<file path="config.mk">
export PLATFORM = sky130hd
export DESIGN_NAME = uart_tx_queue
export DESIGN_NICKNAME = d
export VERILOG_FILES = /design/src/rtl/uart_tx_queue.sv
export SDC_FILE = /design/constraint.sdc
export NUM_CORES = 1
export LEC_CHECK = 0
export BUFFER_PORTS_ARGS = -buffer_cell sky130_fd_sc_hd__buf_2
export CAP_MARGIN = 30
export CORE_UTILIZATION = 60
export DETAILED_ROUTE_END_ITERATION = 10
export GPL_TIMING_DRIVEN = 0
export PLACE_DENSITY = 0.78
export RECOVER_POWER = 25
export SLEW_MARGIN = 20
export SYNTH_ARGS = -nofsm -noshare
export SYNTH_HDL_FRONTEND = slang
export SYNTH_SLANG_ARGS = --single-unit
</file>
<file path="constraint.sdc">
create_clock -name clk -period 4.64 [get_ports clk]
set_input_delay 0 -clock clk [delete_from_list [all_inputs] [get_ports clk]]
set_output_delay 0 -clock clk [all_outputs]
set_load 0.01 [all_outputs]
</file>
<file path="src/rtl/uart_tx_queue.sv">
// Byte FIFO feeding a UART transmitter through a start/busy handshake with a busy-rise timeout.
// Define UART_TXQ_OVF_CNT_EN to add the saturating dropped-write counter (ovfClr/ovfCnt).
module uart_tx_queue #(
    parameter int AW       = 4,
    parameter int BUSY_TMO = 4
) (
    input  logic          clk,
    input  logic          nRst,
    input  logic [7:0]    wrData8,
    input  logic          wrEn,
`ifdef UART_TXQ_OVF_CNT_EN
    input  logic          ovfClr,
    output logic [7:0]    ovfCnt,
`endif
    output logic          fifoFull,
    output logic          fifoEmpty,
    output logic [AW:0]   fifoLevel,
    output logic [7:0]    txData8,
    output logic          txStart,
    input  logic          txBusy
);
    localparam int DEPTH = 1 << AW;
    localparam int TW = (BUSY_TMO > 1) ? $clog2(BUSY_TMO) : 1;
    localparam logic [TW-1:0] TMO_LAST = TW'(BUSY_TMO - 1);
    localparam logic [AW:0] LEVEL_MAX = (AW+1)'(DEPTH);

    typedef enum logic [1:0] {IDLE, START, WAIT_BUSY, WAIT_DONE} state_t;

    state_t        state;
    logic [7:0]    mem [DEPTH];
    logic [AW-1:0] wr_ptr;
    logic [AW-1:0] rd_ptr;
    logic [AW:0]   level_next;
    logic [TW-1:0] tmo_cnt;
    logic          wr_ok;
    logic          pop;

    // Full is sampled before the edge, so a write into a full FIFO is lost even if a pop frees a slot.
    assign wr_ok = wrEn && !fifoFull;
    assign pop   = (state == IDLE) && !fifoEmpty && !txBusy;

    always_comb begin
        level_next = fifoLevel;
        if (wr_ok && !pop) begin
            level_next = fifoLevel + (AW+1)'(1);
        end else if (!wr_ok && pop) begin
            level_next = fifoLevel - (AW+1)'(1);
        end
    end

    always_ff @(posedge clk) begin
        if (wr_ok) begin
            mem[wr_ptr] <= wrData8;
        end
    end

    always_ff @(posedge clk or negedge nRst) begin
        if (!nRst) begin
            wr_ptr    <= '0;
            rd_ptr    <= '0;
            fifoLevel <= '0;
            fifoEmpty <= 1'b1;
            fifoFull  <= 1'b0;
        end else begin
            if (wr_ok) begin
                wr_ptr <= wr_ptr + 1'b1;
            end
            if (pop) begin
                rd_ptr <= rd_ptr + 1'b1;
            end
            fifoLevel <= level_next;
            fifoEmpty <= (level_next == '0);
            fifoFull  <= (level_next == LEVEL_MAX);
        end
    end

    // The head byte is latched on the pop edge and held until the next pop.
    always_ff @(posedge clk or negedge nRst) begin
        if (!nRst) begin
            state   <= IDLE;
            txStart <= 1'b0;
            txData8 <= 8'h00;
            tmo_cnt <= '0;
        end else begin
            txStart <= 1'b0;
            case (state)
                IDLE: begin
                    if (pop) begin
                        state   <= START;
                        txStart <= 1'b1;
                        txData8 <= mem[rd_ptr];
                    end
                end
                START: begin
                    state   <= WAIT_BUSY;
                    tmo_cnt <= '0;
                end
                WAIT_BUSY: begin
                    if (txBusy) begin
                        state <= WAIT_DONE;
                    end else if (tmo_cnt == TMO_LAST) begin
                        state <= IDLE;
                    end else begin
                        tmo_cnt <= tmo_cnt + 1'b1;
                    end
                end
                WAIT_DONE: begin
                    if (!txBusy) begin
                        state <= IDLE;
                    end
                end
                default: state <= IDLE;
            endcase
        end
    end

`ifdef UART_TXQ_OVF_CNT_EN
    always_ff @(posedge clk or negedge nRst) begin
        if (!nRst) begin
            ovfCnt <= 8'h00;
        end else if (ovfClr) begin
            ovfCnt <= 8'h00;
        end else if (wrEn && fifoFull && (ovfCnt != 8'hFF)) begin
            ovfCnt <= ovfCnt + 8'h01;
        end
    end
`endif

endmodule

</file>
==> reports/qor.txt <==
RUN STATUS
------------------------------------------------------------------------------------------
Outcome ..................................................................... finished clean

CLOCK TREE
------------------------------------------------------------------------------------------
Postcts setup bufs ..........................................................            0
H-Tree Level Count ..........................................................            4
TritonCTS clock tree ........................................................          yes
Root buffer cell ............................................................ sky130_fd_sc_hd__clkbuf_8
CTS clock-pin slew for the worst setup and hold paths .......................        60 ps
Number of buffers inserted during clock tree synthesis ......................           17
Insertion delay to the later sink of the worst-skew pair ....................       540 ps
Clock sink total ............................................................          156
Clock Path Buffers ..........................................................            2

FLOORPLANNING
------------------------------------------------------------------------------------------
Row count ...................................................................           36
Core footprint ..............................................................   9950 sq um
Boundary Pins ...............................................................           28
Effective utilization at floorplan ..........................................        62.8%
Die span in x ...............................................................       104 um
Die area ....................................................................  10800 sq um
Height of the die ...........................................................       104 um

FLOW RUN
------------------------------------------------------------------------------------------
Reported max-cap violation count ............................................            0

SETUP PATH
------------------------------------------------------------------------------------------
Category of the worst setup path capture point ..............................     register
Buffering stage count on the worst path with inverters included .............            2
Cell-by-cell listing of the critical path ................................... clkbuf_1 -> buf_1 -> mux4_2 -> mux2i_1 -> nor2_1 -> a21oi_1 -> o21ai_0
Worst setup path category ................................................... register to register
Crit-path max FO ............................................................           10
Arrival time at the worst endpoint ..........................................      3060 ps
Worst EP required ...........................................................      5030 ps
Slowest cell on the critical path ........................................... sky130_fd_sc_hd__buf_1
Element type at the critical path start .....................................     register
Worst path max stage delay ..................................................       630 ps
Delay-heaviest family, CP ................................................... buffers and inverters

STA
------------------------------------------------------------------------------------------
Final min period ............................................................      2670 ps
Setup TNS Final .............................................................         0 ps
# setup viols final .........................................................            0
Tightest slew margin relative to the limit ..................................        1.71%
Final period utilization ....................................................        57.5%
Number of max-slew violations in the final report ...........................            0
Unrepaired setup endpoints after global routing .............................           no
Tightest Pin Transition .....................................................      1470 ps
Maximum operating frequency .................................................      375 MHz
Count of endpoints failing hold in the final timing report ..................            0
Worst clock skew on the final layout ........................................      9.58 ps

YOSYS
------------------------------------------------------------------------------------------
Post-Syn Nets ...............................................................          369
Count of cell types in the netlist ..........................................           37
Compound-gate portion of the synthesized area ...............................        3.14%
Largest family of logic cells by synthesized area ........................... multiplexers
Synth area leader ........................................................... sky130_fd_sc_hd__edfxtp_1
Share of synthesized cell area in full adder, half adder and majority cells .        1.60%
Fraction of synthesized area in multiplexers ................................        13.9%
Post-synth EDFFs ............................................................          128
Number of synthesis warnings ................................................            0
Cell count after synthesis ..................................................          349
Synth Area in XOR/XNOR ......................................................        1.40%
Netlist area before placement ...............................................   6250 sq um
Average size of a mapped cell ...............................................   17.9 sq um
Top cells by area in the synthesized netlist ................................ sky130_fd_sc_hd__edfxtp_1, sky130_fd_sc_hd__dfrtp_1, sky130_fd_sc_hd__mux4_2
Async SR Flop Fraction ......................................................        17.9%
Most used DFF post-synth .................................................... sky130_fd_sc_hd__edfxtp_1
Fraction of the yosys area taken by sequential cells ........................        72.7%
Simple-gate area share of the yosys netlist .................................        5.56%
Area share of the largest cell type after synthesis .........................        61.5%
FF+latch count, synth .......................................................          156

DETAILED ROUTING
------------------------------------------------------------------------------------------
Routed WL per cell ..........................................................      22.4 um
Number of routed nets with antenna violations ...............................            0
Via Count ...................................................................         3361
Met1 routed wirelength after detailed routing ...............................      5.10 mm
Total met3 wirelength after detailed routing ................................       716 um
Post-Route WL ...............................................................      12.4 mm
Via-per-instance ratio ......................................................         6.09
Met2 wire len ...............................................................      6.25 mm
Initial DRC count ...........................................................          325
Drc violations ..............................................................            0
Highest metal layer with signal wires .......................................         met4
Router iterations before antenna repair .....................................            5

GLOBAL ROUTING
------------------------------------------------------------------------------------------
Via count of the first global-routing pass ..................................         3519
Wire length of the first global-routing pass ................................      19.5 mm
Overall track demand over capacity in global routing ........................        25.5%
Largest net degree at the start of global routing ...........................           29
Global route overflow .......................................................            0
Antenna violations before repair ............................................            0

PLACE
------------------------------------------------------------------------------------------
Gpl congestion ..............................................................        0.796
Port Buf Inserts ............................................................           27
Hpwl dp .....................................................................      7.74 mm

HOLD PATH
------------------------------------------------------------------------------------------
Worst hold path type ........................................................ input port to register

FINISH
------------------------------------------------------------------------------------------
Final core area utilization .................................................        73.3%
Layout cell share with drive strength beyond 1 ..............................        23.9%
Antenna fix cells ...........................................................            0
Final net count .............................................................          426
Synthesis-to-layout area growth .............................................        16.8%

POWER AND IR DROP
------------------------------------------------------------------------------------------
Total power per unit cell area ..............................................  619 nW/um^2
Leakage .....................................................................      2.56 nW
Max rail drop VDD ...........................................................     0.364 mV
Design Power ................................................................      4.52 mW

==> sequential cells by signal, indices dropped and copies added (netlist names) <==
name,flops
state,2
mem,128
fifoFull,1
txStart,1
wr_ptr,4
txData8,8
fifoLevel,5
rd_ptr,4
fifoEmpty,1
tmo_cnt,2
==> stage by stage <==
stage               hold WS [ps]  instances  cell area, sq um  setup slack, ps
floorplan                   -296        349              6250             2550
global placement            41.4        509              6550             1950
detailed placement          44.5        509              6570             1950
CTS                         18.2        552              7310             1900
global route                 291        552              7300             1720
finish                       276        552              7300             1970
==> logic make-up (layout without fill, tap and decap cells) <==
| family | Yosys count | count (layout) |
|---|---|---|
| buffers and inverters | 23 | 93 |
| and+or+nand+nor | 72 | 72 |
| DFF | 156 | 156 |
| adders and majority gates | 8 | 8 |
| muxes | 49 | 49 |
| AOI/OAI and AO/OA | 31 | 31 |
| xor gates and xnor gates | 10 | 10 |
==> report_power, final <==
group | internal (mW) | switching (mW)
sequential | 1.75 | 0.115
combinational | 0.539 | 0.712
clock | 0.858 | 0.548
==> Yosys cell counts (all sizes together) (2+ instances only) <==
cell and count:
a31oi 3, nand4 2, nor2 28, dfrtp 27, buf 9, mux2i 18
edfxtp 128, nor2b 3, o21ai 13, a21oi 8, nor3 6, xnor2 10
mux4 30, nor4 2, nand2 19, nand3 3, clkbuf 9, ha 8
nand2b 5, inv 4, o211ai 2
==> worst paths after layout <==
check | slack (ps) | to | start | cells after the start
worst min register to register | 490 | txData8[3] | txData8[3] | 1
worst max-delay path | 1970 | txData8[2] | rd_ptr[0] | 7
min in group asynchronous | 350 | txData8[1] | nRst | 2
worst min-delay path | 280 | state[0] | txBusy | 4
worst max register to register | 1970 | txData8[2] | rd_ptr[0] | 7
max in group asynchronous | 3430 | wr_ptr[3] | nRst | 2
==> cells in the final DEF, fill, tap and decap left out, types with 2 or more instances in the layout <==
cell type,count
sky130_fd_sc_hd__a21oi_1,8
sky130_fd_sc_hd__a31oi_1,2
sky130_fd_sc_hd__buf_1,2
sky130_fd_sc_hd__buf_2,25
sky130_fd_sc_hd__buf_6,2
sky130_fd_sc_hd__clkbuf_1,16
sky130_fd_sc_hd__clkbuf_16,20
sky130_fd_sc_hd__clkbuf_8,2
sky130_fd_sc_hd__clkinv_2,2
sky130_fd_sc_hd__clkinv_4,5
sky130_fd_sc_hd__dfrtp_1,27
sky130_fd_sc_hd__dlygate4sd3_1,11
sky130_fd_sc_hd__edfxtp_1,128
sky130_fd_sc_hd__ha_1,8
sky130_fd_sc_hd__inv_1,4
sky130_fd_sc_hd__inv_4,2
sky130_fd_sc_hd__mux2i_1,18
sky130_fd_sc_hd__mux4_2,30
sky130_fd_sc_hd__nand2_1,19
sky130_fd_sc_hd__nand2b_1,5
sky130_fd_sc_hd__nand3_1,3
sky130_fd_sc_hd__nand4_1,2
sky130_fd_sc_hd__nor2_1,28
sky130_fd_sc_hd__nor2b_1,3
sky130_fd_sc_hd__nor3_1,2
sky130_fd_sc_hd__nor3_2,4
sky130_fd_sc_hd__o211ai_1,2
sky130_fd_sc_hd__o21ai_0,13
sky130_fd_sc_hd__xnor2_1,10
==> metal layers <==
metal | vias up | GRT usage [%]
met1 | 1722 | 32.3
met2 | 140 | 42.0
met5 | - | 0
li1 | 1477 | -
met3 | 22 | 6.45
met4 | 0 | 11.3
==> worst min-delay path, cell delays in order <==
cell and delay, ps:
sky130_fd_sc_hd__dlygate4sd3_1 520, sky130_fd_sc_hd__buf_2 140, sky130_fd_sc_hd__nand2_1 70, sky130_fd_sc_hd__nand2_1 60
==> timing repair <==
action,in CTS,in global routing
hold endpoints to repair,162,0
hold buffers,11,0
gates resized for setup,0,0
==> final cells by class <==
type,count,area [sq um]
plain buffers,18,88.8
clock buffers,22,528
clock inverters,10,96.3
fillers,593,2660
inverters,5,18.8
multi-input cells,170,1620
flip-flops and latches,156,4550
well taps,133,166
repair buffers,38,236
Note: power is estimated with default switching activity, not from simulation.
